--- src/rtl/change_dispenser.sv ---
// Change dispenser FSM: pays out owed nickels as quarter/dime/nickel pulses, largest coin first.
// Optional coin-tube inventory with short-change reporting when CHANGE_INVENTORY_EN is defined.
`timescale 1ns/1ps
module change_dispenser (
    input  logic       clk,
    input  logic       reset,
    input  logic       start,
    input  logic [4:0] amount,
    input  logic       eject_ack,
`ifdef CHANGE_INVENTORY_EN
    input  logic       load,
    input  logic [3:0] load_q,
    input  logic [3:0] load_d,
    input  logic [3:0] load_n,
    output logic       short_chg,
`endif
    output logic       N_out,
    output logic       D_out,
    output logic       Q_out,
    output logic       busy,
    output logic       done,
    output logic [4:0] remaining
);

    localparam logic [1:0] IDLE   = 2'd0;
    localparam logic [1:0] SELECT = 2'd1;
    localparam logic [1:0] EJECT  = 2'd2;
    localparam logic [1:0] DONE   = 2'd3;

    logic [1:0] state_q, state_d;
    logic [4:0] rem_d;
    logic       n_d, d_d, q_d, busy_d, done_d;
    logic       q_ok, d_ok, n_ok;

`ifdef CHANGE_INVENTORY_EN
    localparam logic [1:0] COIN_N = 2'd0;
    localparam logic [1:0] COIN_D = 2'd1;
    localparam logic [1:0] COIN_Q = 2'd2;

    logic [3:0] qcnt_q, qcnt_d, dcnt_q, dcnt_d, ncnt_q, ncnt_d;
    logic [1:0] last_q, last_d;
    logic       short_d;

    assign q_ok = (remaining >= 5'd5) && (qcnt_q != 4'd0);
    assign d_ok = (remaining >= 5'd2) && (dcnt_q != 4'd0);
    assign n_ok = (remaining != 5'd0) && (ncnt_q != 4'd0);
`else
    assign q_ok = (remaining >= 5'd5);
    assign d_ok = (remaining >= 5'd2);
    assign n_ok = (remaining != 5'd0);
`endif

    always_comb begin
        state_d = state_q;
        rem_d   = remaining;
        n_d     = 1'b0;
        d_d     = 1'b0;
        q_d     = 1'b0;
        done_d  = 1'b0;
`ifdef CHANGE_INVENTORY_EN
        qcnt_d  = qcnt_q;
        dcnt_d  = dcnt_q;
        ncnt_d  = ncnt_q;
        last_d  = last_q;
        short_d = short_chg;
`endif
        case (state_q)
            IDLE: begin
`ifdef CHANGE_INVENTORY_EN
                if (load) begin
                    qcnt_d = load_q;
                    dcnt_d = load_d;
                    ncnt_d = load_n;
                end
`endif
                if (start) begin
                    rem_d   = amount;
                    state_d = (amount == 5'd0) ? DONE : SELECT;
`ifdef CHANGE_INVENTORY_EN
                    short_d = 1'b0;
`endif
                end
            end
            SELECT: begin
                if (q_ok) begin
                    q_d     = 1'b1;
                    rem_d   = remaining - 5'd5;
                    state_d = EJECT;
`ifdef CHANGE_INVENTORY_EN
                    last_d  = COIN_Q;
`endif
                end else if (d_ok) begin
                    d_d     = 1'b1;
                    rem_d   = remaining - 5'd2;
                    state_d = EJECT;
`ifdef CHANGE_INVENTORY_EN
                    last_d  = COIN_D;
`endif
                end else if (n_ok) begin
                    n_d     = 1'b1;
                    rem_d   = remaining - 5'd1;
                    state_d = EJECT;
`ifdef CHANGE_INVENTORY_EN
                    last_d  = COIN_N;
`endif
                end else begin
                    // No eligible coin: give up and keep the owed amount visible.
                    state_d = DONE;
`ifdef CHANGE_INVENTORY_EN
                    short_d = 1'b1;
`endif
                end
            end
            EJECT: begin
                if (eject_ack) begin
                    state_d = (remaining == 5'd0) ? DONE : SELECT;
`ifdef CHANGE_INVENTORY_EN
                    if (last_q == COIN_Q && qcnt_q != 4'd0) qcnt_d = qcnt_q - 4'd1;
                    if (last_q == COIN_D && dcnt_q != 4'd0) dcnt_d = dcnt_q - 4'd1;
                    if (last_q == COIN_N && ncnt_q != 4'd0) ncnt_d = ncnt_q - 4'd1;
`endif
                end
            end
            DONE: begin
                done_d  = 1'b1;
                state_d = IDLE;
            end
            default: state_d = IDLE;
        endcase
        busy_d = (state_d != IDLE);
    end

    always_ff @(posedge clk or negedge reset) begin
        if (!reset) begin
            state_q   <= IDLE;
            remaining <= 5'd0;
            N_out     <= 1'b0;
            D_out     <= 1'b0;
            Q_out     <= 1'b0;
            busy      <= 1'b0;
            done      <= 1'b0;
        end else begin
            state_q   <= state_d;
            remaining <= rem_d;
            N_out     <= n_d;
            D_out     <= d_d;
            Q_out     <= q_d;
            busy      <= busy_d;
            done      <= done_d;
        end
    end

`ifdef CHANGE_INVENTORY_EN
    always_ff @(posedge clk or negedge reset) begin
        if (!reset) begin
            qcnt_q    <= 4'd0;
            dcnt_q    <= 4'd0;
            ncnt_q    <= 4'd0;
            last_q    <= COIN_N;
            short_chg <= 1'b0;
        end else begin
            qcnt_q    <= qcnt_d;
            dcnt_q    <= dcnt_d;
            ncnt_q    <= ncnt_d;
            last_q    <= last_d;
            short_chg <= short_d;
        end
    end
`endif

endmodule
--- config.mk ---
export PLATFORM = sky130hd
export DESIGN_NAME = change_dispenser
export DESIGN_NICKNAME = d
export VERILOG_FILES = /design/src/rtl/change_dispenser.sv
export SDC_FILE = /design/constraint.sdc
export NUM_CORES = 1
export LEC_CHECK = 0
export ABC_CLOCK_PERIOD_IN_PS = 2600
export BUFFER_PORTS_ARGS = -buffer_cell sky130_fd_sc_hd__buf_4
export CAP_MARGIN = 20
export CELL_PAD_IN_SITES_DETAIL_PLACEMENT = 0
export CELL_PAD_IN_SITES_GLOBAL_PLACEMENT = 1
export CORE_MARGIN = 1.5
export CORE_UTILIZATION = 41
export CTS_BUF_LIST = sky130_fd_sc_hd__clkbuf_8
export CTS_CLUSTER_DIAMETER = 80
export DETAILED_ROUTE_END_ITERATION = 8
export HOLD_SLACK_MARGIN = 0.15
export PLACE_DENSITY_LB_ADDON = 0.08
export SYNTH_ARGS = -nofsm -noshare
export SYNTH_HDL_FRONTEND = slang
export SYNTH_SLANG_ARGS = --single-unit
--- constraint.sdc ---
create_clock -name clk -period 2.6 [get_ports clk]
set_clock_uncertainty 0.15 [all_clocks]
set_input_delay 0.13 -clock clk [delete_from_list [all_inputs] [get_ports clk]]
set_output_delay 0.13 -clock clk [all_outputs]
set_load 0.05 [all_outputs]
---- Yosys cells after proc, flatten, opt, wreduce, memory -nomap -nowiden ----
Index checks and enable logic that the tools add are counted.
word-level totals
  output and inout bits ................... 10
  bits of input ports ..................... 9
  logic and storage cells ................. 47
  register bits ........................... 12
cells by class
  mux-type cells .......................... 23
  magnitude comparators ................... 2
  eq/ne operators ......................... 5
  reduce and logical (&&, ||, !) cells .... 7
  $add $sub $neg .......................... 3
operators by type and width
  kind                                                                number
  two-way mux 5 bit                                                   4
  two-way mux 1 bit                                                   13
  zero test 5 bit                                                     2
  case mux 5 bit (2 select lines)                                     1
  two-way mux 2 bit                                                   4
  case mux 2 bit (4 select lines)                                     1
  greater-or-equal comparator 5 x 2 -> 1 bit (second input constant)  1
  greater-or-equal comparator 5 x 3 -> 1 bit (second input constant)  1
  nonzero test 5 bit                                                  1
  subtractor 5 x 1 -> 5 bit (second input constant)                   1
  subtractor 5 x 2 -> 5 bit (second input constant)                   1
  subtractor 5 x 3 -> 5 bit (second input constant)                   1
  == test 2 bit (second input constant)                               2
  inequality test 4 bit (second input constant)                       1
  nonzero test 2 bit                                                  2
  AND reduction 3 bit                                                 1
  == test 2 x 1 -> 1 bit (second input constant)                      1
  zero test 2 bit                                                     1
  inequality test 2 bit (second input constant)                       1

---- Depth between registers and ports, before layout ----
  depth after elaboration ................. 6
  depth in mapped cells ................... 8
  mapped depth without buffers ............ 7

---- Worst setup path after synthesis ----
Ideal clock, no wire load.
  path type ............................... flip-flop to flip-flop
  start ................................... reg remaining[0]
  end ..................................... reg remaining[2]
  cell stages (with the launch flop) ...... 8
  path buffers ............................ 0
  setup slack ............................. 60 ps
  arrival time ............................ 2295 ps
  cell sequence ........................... dfrtp_1 > inv_1 > ha_1 > nand2b_1 > or4b_2 > nand2b_1 > a21oi_1 > o31ai_1
on the way
  word-level cells in the longest chain between the ends .. 5
RTL lines
  what                             RTL line  text
  from (decl)                      22        output logic [4:0] remaining
  from (signal assigned)           144       remaining <= rem_d;
  subtractor 5 x 1 -> 5 bit        101       rem_d = remaining - 5'd1;
  two-way mux 5 bit                99        end else if (n_ok) begin
  two-way mux 5 bit                92        end else if (d_ok) begin
  two-way mux 5 bit                85        if (q_ok) begin
  case mux 5 bit (2 select lines)  67        case (state_q)
Several ways; a longest one is shown, not always the timed one. The select of a mux whose other input is x is not followed.
A chain may end at the register's enable or synchronous reset.

---- Final worst setup path ----
  start ................................... reg remaining[0]
  end ..................................... reg remaining[1]
The elaborated chain is that of the path after synthesis.

==> qor.yml <==
run_status:
  outcome: "completed"
logic_synthesis:
  synth.cell_area_sq_um: 885
  syn_area_per_cell_sq_um: 8.85
  ys_types: 38
  async_reset_ff_share_pct: 100
  synth_largest_area_cell: "dfrtp_1"
  synth_area_leaders: "dfrtp_1 34%, ha_1 11%, o21ai_0 5.1%"
  seq_area_frac_synth_pct: 33.9
  synth_top_area_share_pct: 33.9
  yosys_most_used_dff: "dfrtp_1"
  mappedNetlistNets: 117
  yosysWarnings: 0
  ys_seq_elements: 12
  synth_cells: 100
  synth_edf_count: 0
setup_path:
  rrSetupSlack_ns: 0.22
  rr_startpoint: "remaining[0]$_DFFE_PN0P_"
  critPathCapture: "remaining[1]$_DFFE_PN0P_"
  worstPathRequired_ns: 2.58
  crit_path_start_kind: "register"
  startpoint: "remaining[0]$_DFFE_PN0P_"
  r2r-end: "remaining[1]$_DFFE_PN0P_"
  worstPathMaxFanout: 9
  crit_type: "reg2reg"
  ff2ff_path_depth: 7
  worstPathArrival_ns: 2.35
  endpoint_kind: "register"
worst_hold_path:
  hold_path_startpoint: "remaining[2]$_DFFE_PN0P_"
  hp-class: "reg2reg"
timing:
  finalSetupViolations: 0
  maxClockFrequency_mhz: 421
  slew-limit-headroom_pct: 64.2
  period_share_pct: 91.5
  tightest_slew_ns: 0.535
  final.min_clock_period_ns: 2.38
  fin_setup_tns_ns: 0
  slew_viol_final: 0
  fin_ws_ns: 0.222
  hold_violations: 0
  rsz0062_at_grt: "false"
route:
  num_vias: 810
  ant_nets: 0
  routed_wl_um: 2160
  drc: 0
  first_pass_iters: 4
  wl_per_cell_um: 14.0
  drtIter0Drc: 26
  routed_via_density: 5.23
final_layout:
  final_nets: 146
  syn2layout_area_growth_pct: 34.1
  regArea_sq_um: 300
  multi_input_area_sq_um: 534
  layout-drive-gt1-share_pct: 24.2
  diodes: 0
  fill_cells: 194
floorplanning:
  start_util_pct: 44.2
  die_h_um: 49.5
  fp.dieArea_sq_mm: 0.00245
  io_pins: 19
  rows: 16
  coreArea_sq_mm: 0.00200
  die_width_um: 49.5
clocking:
  ctsHoldBuffers: 9
  htreeDepth: 1
  postCtsSetupRepairBufs: 0
  cts_resized: 0
  cts_tree: "done"
  clk_pin_slew_worst_paths_ns: 0.05
  cts_buffer_depth: 2
  clkSinkCount: 12
  clkLatencyLatePin_ns: 0.24
  cts_inserted_buffers: 3
  root_buffer: "clkbuf_8"
placement:
  gp_congestion: 0.809
  io_buffers: 18
  hpwl_um: 1640
  place_ws_ns: 0.235
global_route:
  antenna_found_initial: 0
  grt-ovfl-total: 0
  grtUsageTotal_pct: 20.7
  grt_max_degree: 13
  grt_pass1_wl_um: 3750
  grt_pass1_vias: 789
power:
  peakVddDrop_mv: 0.732
  leakage_uw: 0.000538
  powerDensity_mw_per_mm2: 1330
run:
  cap_viol_max_count: 0
cells in the mapped netlist, types with 2 or more instances:
cell and n:
nor3_1 2, inv_1 4, clkbuf_1 3, o21ai_0 9, nand2_1 7, ha_1 8
nand2b_1 3, dfrtp_1 12, nor2_1 12, nor4_1 3, a31oi_1 2, nor2b_1 3
a21oi_1 7
flip-flops by register name (all words and copies together) (netlist names):
name,count
Q_out,1
N_out,1
remaining,5
busy,1
D_out,1
state_q,2
done,1
cell type report:
type | instances | share of cell area [%]
clock buffer | 4 | 4.64
inverter | 4 | 1.27
multi-input combinational | 78 | 45.0
sequential | 12 | 25.3
tap | 27 | 2.85
timing repair buffer | 30 | 20.9
worst max-delay path: stages, from the launching register on:
cell and delay, ns:
dfrtp_1 0.44, inv_1 0.15, ha_1 0.15, or4b_4 0.49
nor4_4 0.36, a211o_4 0.23, a31oi_1 0.05, o221a_1 0.25
how the worst min path moves through the flow:
stage,to,slack [ns],cells past startpoint
6_report,remaining[2]$_DFFE_PN0P_,0.49,2
3_3_place_gp,D_out$_DFF_PN0_,-0.17,1
4_1_cts,remaining[2]$_DFFE_PN0P_,0.49,2
5_1_grt,remaining[2]$_DFFE_PN0P_,0.53,2
3_5_place_dp,remaining[2]$_DFFE_PN0P_,-0.17,1
2_1_floorplan,D_out$_DFF_PN0_,-0.32,0
power by group:
group          switching, uW  internal (uW)
combinational            652            365
clock                   64.9            133
sequential              96.7            265
layer usage:
metal  track usage, %  part of all wire (%)
met4             6.94                   1.3
met5                0                     0
met3             5.45                   6.4
met2             33.6                    45
met1             26.6                    47
logic make-up after synthesis:
family	share of synthesized area, %
adders and majority gates	11.3
buffers and inverters	5.66
muxes	1.13
DFF	33.9
AOI/OAI and AO/OA	21.6
and+or+nand+nor	25.3
xor gates and xnor gates	0.990
metrics by stage:
stage	area (sq um)	power, uW	std cells	hold WS [ns]	utilization [%]
after floorplan	885	1110	100	-0.316	-
after global placement	1040	1370	142	-0.171	52.0
after detailed placement	1040	1370	142	-0.170	52.0
after CTS	1190	1580	155	0.494	59.3
after global routing	1190	1710	155	0.531	59.3
final	1190	1580	155	0.488	59.3
placed cells by master, fill, tap and decap left out, drive strengths merged, types with 2 or more instances in the layout:
master,n
buf,21
ha,8
dfrtp,12
nor4,4
a31oi,2
clkbuf,4
dlygate4sd3,9
nor2b,3
a211o,2
nor3,2
nand2,7
a21oi,7
nor2,12
inv,4
o21ai,9
or4b,2
nand2b,3
Power figures use the tool's default switching activity.
